**src/rtl/perf_counter_bank.sv**
```systemverilog
// perf_counter_bank
//   Bank of CHANNELS independent event counters. Each counter either wraps or
//   saturates, depending on SATURATE. The bank also provides atomic snapshot,
//   freeze, clear and a registered readout port for the display path.
//
// Ports
//   clk        system clock; all state updates on the rising edge
//   rst        synchronous, active-high reset (overrides everything)
//   en         global count enable
//   clear      synchronous clear of counters, shadows, flags and readout
//   freeze     level; while high, counters hold and ignore inc
//   snapshot   copies every live counter (pre-edge value) into its shadow
//   inc        per-channel +1 strobe
//   sel        readout channel select; out-of-range selects read 0
//   live_out   registered live value of the selected channel
//   snap_out   registered shadow value of the selected channel
//   overflow   sticky per-channel wrap/saturation flag
//   snap_valid high once a snapshot has been taken since the last rst/clear
module perf_counter_bank #(
   parameter int unsigned CHANNELS    = 4,
   parameter int unsigned COUNT_WIDTH = 32,
   parameter int unsigned SEL_WIDTH   = 2,
   parameter bit          SATURATE    = 1'b0
) (
   input  logic                   clk,
   input  logic                   rst,
   input  logic                   en,
   input  logic                   clear,
   input  logic                   freeze,
   input  logic                   snapshot,
   input  logic [CHANNELS-1:0]    inc,
   input  logic [SEL_WIDTH-1:0]   sel,
   output logic [COUNT_WIDTH-1:0] live_out,
   output logic [COUNT_WIDTH-1:0] snap_out,
   output logic [CHANNELS-1:0]    overflow,
   output logic                   snap_valid
);

   logic [COUNT_WIDTH-1:0] cnt_q    [CHANNELS];
   logic [COUNT_WIDTH-1:0] cnt_d    [CHANNELS];
   logic [COUNT_WIDTH-1:0] shadow_q [CHANNELS];
   logic [COUNT_WIDTH-1:0] shadow_d [CHANNELS];
   logic [CHANNELS-1:0]    ovf_q, ovf_d;
   logic [COUNT_WIDTH-1:0] live_q, live_d;
   logic [COUNT_WIDTH-1:0] snap_q, snap_d;
   logic                   snap_valid_q, snap_valid_d;
   logic                   count_ok;

   always_comb begin
      count_ok     = en & ~freeze;
      ovf_d        = ovf_q;
      snap_valid_d = snap_valid_q | snapshot;
      live_d       = '0;
      snap_d       = '0;

      for (int unsigned i = 0; i < CHANNELS; i++) begin
         cnt_d[i]    = cnt_q[i];
         // Shadow takes the pre-edge count, so a same-cycle increment is excluded.
         shadow_d[i] = snapshot ? cnt_q[i] : shadow_q[i];

         if (count_ok && inc[i]) begin
            if (&cnt_q[i]) begin
               ovf_d[i] = 1'b1;
               if (!SATURATE) begin
                  cnt_d[i] = '0;
               end
            end else begin
               cnt_d[i] = cnt_q[i] + COUNT_WIDTH'(1);
            end
         end

         // Unmatched (out-of-range) selects leave the readout at 0.
         if (sel == SEL_WIDTH'(i)) begin
            live_d = cnt_q[i];
            snap_d = shadow_q[i];
         end
      end
   end

   always_ff @(posedge clk) begin
      if (rst || clear) begin
         for (int unsigned i = 0; i < CHANNELS; i++) begin
            cnt_q[i]    <= '0;
            shadow_q[i] <= '0;
         end
         ovf_q        <= '0;
         live_q       <= '0;
         snap_q       <= '0;
         snap_valid_q <= 1'b0;
      end else begin
         for (int unsigned i = 0; i < CHANNELS; i++) begin
            cnt_q[i]    <= cnt_d[i];
            shadow_q[i] <= shadow_d[i];
         end
         ovf_q        <= ovf_d;
         live_q       <= live_d;
         snap_q       <= snap_d;
         snap_valid_q <= snap_valid_d;
      end
   end

   assign live_out   = live_q;
   assign snap_out   = snap_q;
   assign overflow   = ovf_q;
   assign snap_valid = snap_valid_q;

endmodule

```
**config.mk**
```make
export PLATFORM = sky130hd
export DESIGN_NAME = perf_counter_bank
export DESIGN_NICKNAME = d
export VERILOG_FILES = /design/src/rtl/perf_counter_bank.sv
export SDC_FILE = /design/constraint.sdc
export NUM_CORES = 1
export LEC_CHECK = 0
export CAP_MARGIN = 10
export CORE_MARGIN = 8
export CORE_UTILIZATION = 25
export CTS_BUF_LIST = sky130_fd_sc_hd__clkbuf_4 sky130_fd_sc_hd__clkbuf_8 sky130_fd_sc_hd__clkbuf_16
export DETAILED_ROUTE_END_ITERATION = 12
export MAX_ROUTING_LAYER = met4
export PLACE_DENSITY = 0.53
export SLEW_MARGIN = 20
export SYNTH_ARGS = -nofsm -noshare
export SYNTH_HDL_FRONTEND = slang
export SYNTH_SLANG_ARGS = --single-unit
export TNS_END_PERCENT = 5
```
**constraint.sdc**
```tcl
create_clock -name clk -period 2.17 [get_ports clk]
set_clock_uncertainty 0.2 [all_clocks]
set_input_delay 0.434 -clock clk [delete_from_list [all_inputs] [get_ports clk]]
set_output_delay 0.434 -clock clk [all_outputs]
set_load 0.01 [all_outputs]
```
# Word-level counts from Yosys, hierarchy flattened

Memory sizes are Yosys's and may differ from the RTL's.
Cells that the tools add are included.

$add $sub $neg: 4
Equal/unequal tests: 3
Multiplexer cells: 31
Bitwise operators: 11
Reductions and logical operators: 14

Operators by type and width:

| operator                | count |
|---|---|
| $mux W32                | 28 |
| $reduce_and A33 Y1      | 4 |
| $add A32 B1 Y32 const B | 4 |
| $reduce_and A32 Y1      | 4 |
| $or A1 B1 Y1            | 9 |
| $eq A2 B2 Y1 const B    | 2 |
| $logic_and A1 B1 Y1     | 4 |
| $mux W1                 | 3 |
| $eq A2 B1 Y1 const B    | 1 |
| $logic_not A2 Y1        | 1 |
| $and A1 B1 Y1           | 1 |
| $logic_or A1 B1 Y1      | 1 |
| $not A1 Y1              | 1 |

Flip-flop bits (word level): 69
Bits in writable memories: 256
Input port bits: 12
Output and inout bits: 69
Logic and storage cells: 72
Memories: 2

Memories:

| name     | depth | bits a word | rd ports | clocked after Yosys merged registers in | wr ports | line | source |
|---|---|---|---|---|---|---|---|
| cnt_q    | 4     | 32          | 4        | 0                                       | 4        | 39   | `logic [COUNT_WIDTH-1:0] cnt_q [CHANNELS];` |
| shadow_q | 4     | 32          | 4        | 0                                       | 4        | 41   | `logic [COUNT_WIDTH-1:0] shadow_q [CHANNELS];` |

# Depth between registers and ports, before layout

Depth after elaboration: 5
Mapped depth: 7
Mapped depth without buffers: 6

# Worst setup path before layout

Ideal clock, no wire load.

Path kind: register to register
From: memory cnt_q[0][0]
To: memory cnt_q[0][15]
Setup time: 0.115 ns
Arrival time: 1.927 ns
Data required time: 1.855 ns
Setup slack: -0.072 ns
Stages on the path, launching flop included: 8
Path buffers: 1
Period minus slack after synthesis: 2.242 ns
Path through: dfxtp_1 ha_1 nand3_1 or3_4 or3_4 o21ai_4 buf_6 nor2_1

RTL lines:

| item               | line |
|---|---|
| start: declaration | 39 |

==> reports/summary.txt <==
status = finished clean
cell taking the most area after synthesis = dfxtp_1
number of synthesized flops with an enable pin = 0
min-delay worst type = in -> reg
largest net degree at the start of global routing = 53
sequential share of the synthesized area = 47.34%
max layer used = met4
Routed Antenna Nets = 0
DP Wirelength = 28.62 mm
# IOs = 81
fin crit share = 99.75%
Req. time, crit path = 2.40 ns
first-pass GRT wire length = 61.29 mm
MaxCap Viol Count = 0
vias per cell = 4.626
final setup fails = 0
initial core utilization = 25.09%
nets = 1583
grt total ovfl = 0
DR DRC count = 0
CP most frequent cell = or3_4
GRT Total Usage = 12.54%
syn avg cell area = 10.30 sq um
Fin. Hold Viols = 0
# fillers = 5542
yosys synthesis warning count = 0
chip width = 250.5 microns
CP endpoint kind = flip-flop
peak supply drop = 425.0 uV
WL met2 = 18.11 mm
fmax = 0.4620 GHz
area grow syn2layout = 31.63%
WL per Instance = 16.82 microns
drt first pass iters = 6
flops & latches, synth = 325
Gate Count Post-Synth = 1335
Root Buffer = clkbuf_16
Slew Limit Fails = 0
Main synth FF type = dfxtp_1
# rows = 86
dpl ws = -0.4993 ns
routability cong. = 0.8320
FF-to-FF Start = cnt_q[0][1]$_SDFFE_PP0N_
Final min period = 2.165 ns
worst-margin pin slew = 0.4131 ns
layout cells sized above 1 = 21.72%
First DRT Iteration DRCs = 504
Sink Count = 325
Distinct cells, synth = 50
Total Power = 0.01302 W
critical path class = reg -> reg
syn nets = 1351
worst-path fanout max = 6
Post-Syn Area = 0.01374 sq mm
CTS buffer count = 38
synth top area cells = dfxtp_1 47%, mux4_2 10%, mux2i_1 9.3%
LEAKAGE = 6.830 nW
port bufs = 80
register area = 0.006511 sq mm
vias post-DR = 10630
clk slew on worst S/H paths = 0.06 ns
H-tree Lvls = 2
Slowest-stage cell, CP = or3_4
cell chain of the critical path = ha_1, nand3_1, or3_4, or3_4, o21ai_4, buf_4, nor2_1
max_slew headroom = 72.36%
hold path startpoint = snapshot
CTS Buffer Depth = 3
area of the multi-input gates = 0.006923 sq mm
WL final = 38.63 mm
WP data arrival = 2.40 ns
Core Region = 0.05477 sq mm
Hold Buf Count CTS = 0
ANT cells = 0
number of global-route vias before repair = 10850
type of origin of the critical path = flip-flop
Worst setup startpoint = cnt_q[0][1]$_SDFFE_PP0N_
final hold slack = 0.1599 ns
RSZ-0062 raised after global routing = true
top cell type's share of synthesized area = 47.34%
CP peak stage delay = 0.41 ns
CTS tree = done
worst-skew pair later-pin latency = 0.55 ns
final worst setup slack = 0.005418 ns
wl on met1 = 17.78 mm
ys async rst share = 0%
initial antenna violation count = 0
met3 wire length = 1.870 mm
Die Ht = 250.5 microns
area of the die = 0.06274 sq mm
pwr dens = 719.4 mW/mm^2
Yosys cell counts (all sizes together) (2+ instances only):
master  number
xnor2       42
nand4       46
nand2       49
a31oi        3
o31ai        5
or2          2
buf         29
inv          5
nor2b        2
or4          3
nor2       266
and2        67
ha           4
o21ai        8
and4        20
clkbuf      51
nand4b       3
mux2i      128
dfxtp      325
and3b        3
or3         10
xor2        69
mux4        64
a21oi       17
nor4        13
nand3       49
nand3b       4
nor3        22
and3        17
flip-flops by register name (all words and copies together) (netlist names):
register and count:
cnt_q 128, shadow_q 128, live_out 32, snap_out 32, overflow 4, snap_valid 1
worst paths after layout:
check / slack [ns] / endpoint / cells past startpoint
max: 0.005 / cnt_q[0][13]$_SDFFE_PP0N_ / 7
min: 0.16 / shadow_q[1][2]$_SDFFE_PP0P_ / 3
max reg2reg: 0.005 / cnt_q[0][13]$_SDFFE_PP0N_ / 7
min reg2reg: 0.27 / overflow[1]$_SDFFE_PP0P_ / 1
layer usage:
layer,global-route usage [%],up-vias
li1,-,5121
met1,15.91,5247
met2,19.96,197
met3,2.405,61
met4,4.190,0
met5,-,-
stage by stage:
step / util, % / setup TNS (ns) / std cells / area [sq um]
CTS: 32.99 / 0 / 2297 / 18070
detailed placement: 30.62 / -47.67 / 2231 / 16770
finish: 33.03 / 0 / 2297 / 18090
global route: 33.03 / -1.292 / 2297 / 18090
global placement: 30.62 / -45.57 / 2231 / 16770
floorplan: - / 0 / 1335 / 13750
area by class of cell:
class                           count  share of cell area [%]
Multi-Input combinational cell    925                   38.26
Sequential cell                   325                   35.99
Timing Repair Buffer              272                   13.63
Clock buffer                       61                   6.708
Tap cell                          704                   4.869
Clock inverter                      5                  0.4357
Inverter                            5                  0.1037
power by group:
part	total, W	internal, W	switching [W]
logic	0.000493	0.000214	0.000279
clock network	0.00655	0.00406	0.00249
registers	0.00597	0.00597	0.00000274
worst max-delay path, delay by kind of cell, from the launching register on:
kind	cells	cell delay (ns)
simple gates	4	0.99
flops	1	0.33
compound gates	1	0.20
buf+inv	1	0.18
fa+ha+maj	1	0.16
repair_timing:
| item | in CTS | in global routing |
|---|---|---|
| resized for setup | 5 | 6 |
| setup buffers | 0 | 0 |
| setup endpoints to repair | 3 | 32 |
| pin swaps | 0 | 1 |
placed cells by master (no fill, tap or decap), types with 8 or more instances in the layout:
cell / synthesis / final
buf_4: 0 / 173
and3_1: 17 / 17
nor4_1: 11 / 9
mux2i_1: 128 / 128
and2_1: 67 / 67
or3_1: 8 / 8
clkdlybuf4s50_1: 0 / 75
a21oi_1: 17 / 17
nor3_1: 21 / 21
xor2_1: 69 / 69
xnor2_1: 42 / 42
dfxtp_1: 325 / 321
mux4_2: 63 / 63
nand2_1: 49 / 49
clkbuf_4: 0 / 14
nand4_1: 46 / 46
nand3_1: 49 / 48
buf_12: 0 / 18
nor2_1: 266 / 265
clkbuf_16: 0 / 41
and4_1: 20 / 20
kinds of logic (layout without fill, tap and decap cells):
group,count (synthesis),count (layout),share of synthesized area [%]
fa+ha+maj,4,4,0.3641
compound gates,39,39,1.884
simple gates,578,578,20.85
flops,325,325,47.34
xor+xnor,111,111,7.073
mux,193,193,19.92
buf+inv,85,343,2.576
No activity file was read; power rests on OpenSTA's default activity.
